==> config.mk <==
export PLATFORM = sky130hd
export DESIGN_NAME = sum_result_reader
export DESIGN_NICKNAME = d
export VERILOG_FILES = /design/src/rtl/sum_result_reader.sv
export SDC_FILE = /design/constraint.sdc
export NUM_CORES = 1
export LEC_CHECK = 0
export CAP_MARGIN = 20
export CORE_UTILIZATION = 50
export DETAILED_ROUTE_END_ITERATION = 12
export PLACE_DENSITY = 0.69
export SLEW_MARGIN = 20
export SYNTH_ARGS = -nofsm -noshare
export SYNTH_HDL_FRONTEND = slang
export SYNTH_SLANG_ARGS = --single-unit
==> constraint.sdc <==
create_clock -name clk -period 2.75 [get_ports clk]
set_input_delay 0.275 -clock clk [delete_from_list [all_inputs] [get_ports clk]]
set_output_delay 0.275 -clock clk [all_outputs]
set_load 0.02 [all_outputs]
==> src/rtl/sum_result_reader.sv <==
// Reader-side history buffer for the adder's summation results: a DEPTH-entry
// circular store drained in arrival order through a registered read port.
module sum_result_reader #(
  parameter int DEPTH = 10,
  parameter int WIDTH = 3,
  parameter int CW    = $clog2(DEPTH + 1)
) (
  input  logic             clk,
  input  logic             rst,
  input  logic             wr_en,
  input  logic [WIDTH-1:0] wr_data,
  input  logic             rd_en,
  input  logic             clear,
  output logic [WIDTH-1:0] rd_data,
  output logic             rd_valid,
  output logic             empty,
  output logic             full,
  output logic [CW-1:0]    count,
  output logic             overflow
);

  localparam int PW = (DEPTH > 1) ? $clog2(DEPTH) : 1;

  logic [WIDTH-1:0] mem [DEPTH];
  logic [PW-1:0]    wr_ptr, rd_ptr;
  logic [PW-1:0]    wr_ptr_nxt, rd_ptr_nxt;
  logic [CW-1:0]    count_nxt;
  logic             rd_acc, wr_acc, wr_drop, flush;

  // DEPTH is not a power of two, so wrap on an explicit compare.
  function automatic logic [PW-1:0] ptr_inc(input logic [PW-1:0] p);
    return (p == PW'(DEPTH - 1)) ? '0 : p + 1'b1;
  endfunction

  always_comb begin
    flush      = rst | clear;
    rd_acc     = rd_en & ~empty;
    // A same-cycle read frees the slot, so a full buffer still accepts.
    wr_acc     = wr_en & (~full | rd_acc);
    wr_drop    = wr_en & ~wr_acc;
    count_nxt  = count + CW'(wr_acc) - CW'(rd_acc);
    wr_ptr_nxt = wr_acc ? ptr_inc(wr_ptr) : wr_ptr;
    rd_ptr_nxt = rd_acc ? ptr_inc(rd_ptr) : rd_ptr;
  end

  // Storage is never reset; only the bookkeeping around it is.
  always_ff @(posedge clk) begin
    if (wr_acc && !flush) mem[wr_ptr] <= wr_data;
  end

  always_ff @(posedge clk) begin
    if (flush) begin
      wr_ptr   <= '0;
      rd_ptr   <= '0;
      count    <= '0;
      empty    <= 1'b1;
      full     <= 1'b0;
      overflow <= 1'b0;
      rd_valid <= 1'b0;
      rd_data  <= '0;
    end else begin
      wr_ptr   <= wr_ptr_nxt;
      rd_ptr   <= rd_ptr_nxt;
      count    <= count_nxt;
      empty    <= (count_nxt == '0);
      full     <= (count_nxt == CW'(DEPTH));
      if (wr_drop) overflow <= 1'b1;
      rd_valid <= rd_acc;
      if (rd_acc) rd_data <= mem[rd_ptr];
    end
  end

endmodule

==> results.toml <==
[floorplanning]
dieHeight_um = 67.5
initial_core_util_pct = 52.8
dieArea_sq_um = 4550
die_x_um = 67.5
ioPinCount = 19
rows = 23
core_sq_um = 4060

[clocking]
h-tree-depth = 2
cts-root-buf = "clkbuf_8"
cts_hold_buf = 0
cts_buffers = 5
cts.sinks = 49
cts_resized = 0
cts_tree = "done"
cts.path.max_buffers = 2
clock_latency_ns = 0.30
post_cts_buffers = 0
clk_pin_slew_ns = 0.09

[grt]
grt_pass1_vias = 1368
antenna_found_initial = 0
grt_pass1_wl_mm = 6.55
grt_use_total_pct = 20.5
gr-total-overflow = 0
grt_max_degree = 18

[sta]
slew_headroom_pct = 56.6
clock.fmax_mhz = 417
hold_slack_ns = 0.479
final_max_slew_viol_count = 0
setup-tns-final_ns = 0
finalHoldViolCount = 0
setup_viol = 0
fin_crit_ns = 2.40
fin_worst_skew_ns = 0.00715
period_share_pct = 87.1
worst_pin_slew_ns = 0.651
rsz0062_at_grt = "false"

[cells_and_area]
final_cells = 246
fin_util_pct = 60.1
syn2layout_area_growth_pct = 13.8
layout_common_cells = "edfxtp_1 (30), nor2_1 (19), dfxtp_1 (19), clkdlybuf4s50_1 (18), mux2i_1 (9)"
num_antenna_cells = 0
final_area_sq_um = 2440
layout_commonest_cell = "edfxtp_1"
drive_gt1_share_pct = 9.69
nets = 208

[synth]
yosysTopAreaCellShare_pct = 42.1
synth-async-reset-ratio_pct = 0
synth_area_sq_um = 2140
synth_top_area_cell = "edfxtp_1"
synth_edf_count = 30
yosysSeqAreaShare_pct = 59.8
synthFlopType = "edfxtp_1"
ys_seq_elements = 49
synthCells = 178
syn_nets = 191
synth_area_leaders = "edfxtp_1 (42%), dfxtp_1 (18%), mux2i_1 (4.2%)"
avgSynthCellArea_sq_um = 12.0
synth_warnings = 0
ys_types = 44

[pwr]
sequentialPowerShare_pct = 59.6
switching_share_pct = 23.7
power.density_nw_per_um2 = 553
pwr-share-comb_pct = 10.0
cellInternalPower_w = 0.00103
pwr-share-clk_pct = 30.5
leakagePower_nw = 0.792
power_switching_w = 0.000320
max-vdd-ir-drop_mv = 0.254

[place]
dp_hpwl_mm = 2.88
io_buffers = 18
place_area_sq_um = 2350
place_inst = 238
routabilityCongestion = 0.791

[job]
drv_cap = 0

[outcome]
status = "finished, final reports clean"

[routing]
via_per_inst = 5.62
drt_iter0_markers = 87
drc = 0
wl_mm = 3.95
wl_per_cell_um = 16.0
dr.pass1.iters = 4
drtAntennaViolNets = 0
vias = 1383

[critical_path]
worstPathMaxFanout = 10
crit_path_end_kind = "flip-flop"
crit_path_start_kind = "input port"
arrival_ns = 2.65
critPathKind = "input port to flip-flop"
worst-endpoint-required_ns = 3.00

[worst_hold_path]
min_path_type = "flip-flop to flip-flop"
[synth_stat cells (all sizes together), types with 2 or more instances]
cell and number:
xnor2 4, mux2 4, o211ai 3, a21oi 7, nor2 19, nand2 6, o21ai 6, mux2i 9
a2bb2oi 3, a32oi 2, xor2 2, nor2b 5, nand3 2, clkbuf 6, o22a 2, nor3 5
inv 9, and2 2, buf 4, dfxtp 19, edfxtp 30, a211oi 2, o22ai 3, nand3b 3
nand2b 5, ha 4
[state kept, by name, indices dropped and copies added (netlist names)]
signal and count:
empty 1, full 1, wr_ptr 4, mem 30
overflow 1, rd_data 3, rd_ptr 4, rd_valid 1
count 4
[critical path: stages]
cell             delay [ns]
clkdlybuf4s50_1        0.52
nand2b_4               0.13
a21oi_4                0.22
inv_2                  0.05
ha_1                   0.20
inv_1                  0.07
ha_1                   0.23
a21o_1                 0.21
a2111o_1               0.39
o21ai_0                0.13
and3b_1                0.21
[through the flow]
stage	worst slack (ns)	power, W
floorplan	0.504	0.000902
global placement	0.120	0.000951
detailed placement	0.0437	0.000954
CTS	0.364	0.00135
global route	0.174	0.00141
finish	0.355	0.00135
[cells by family after synthesis]
logic type	count (synthesis)	share of synthesized area [%]
compound gates	32	10.6
fa+ha+maj	5	3.27
xor+xnor	6	2.45
flops	49	59.8
mux	13	6.31
buf+inv	19	3.80
simple gates	54	13.7
[metal layers]
layer | GRT usage [%] | routed length, um
met1 | 27.5 | 1850
met2 | 31.1 | 1870
met3 | 6.25 | 188
met4 | 7.98 | 40
met5 | 0 | 0
[path summary, 6_finish.rpt]
| check | start | to | slack [ns] | cells past startpoint |
|---|---|---|---|---|
| hold reg to reg | overflow | overflow | 0.48 | 2 |
| setup / recovery | rd_en | full | 0.35 | 11 |
| setup reg to reg | empty | full | 0.45 | 10 |
| hold / removal | overflow | overflow | 0.48 | 2 |
[final cells by class]
| type | instances | area [sq um] |
|---|---|---|
| tap | 50 | 62.6 |
| sequential | 49 | 1280 |
| clock inverter | 3 | 17.5 |
| fill | 328 | 1620 |
| clock buffer | 5 | 68.8 |
| multi-input combinational | 110 | 779 |
| timing repair buffer | 20 | 195 |
| inverter | 9 | 33.8 |
[power by group through the flow]
| stage | sequential, W | clock, W | combinational (W) |
|---|---|---|---|
| finish | 0.000804 | 0.000411 | 0.000134 |
| global route | 0.000806 | 0.000454 | 0.000148 |
| CTS | 0.000804 | 0.000417 | 0.000134 |
| detailed placement | 0.000821 | 0 | 0.000133 |
| global placement | 0.000821 | 0 | 0.000130 |
| floorplan | 0.000825 | 0 | 0.0000768 |
Note: power is estimated with default switching activity, not from simulation.
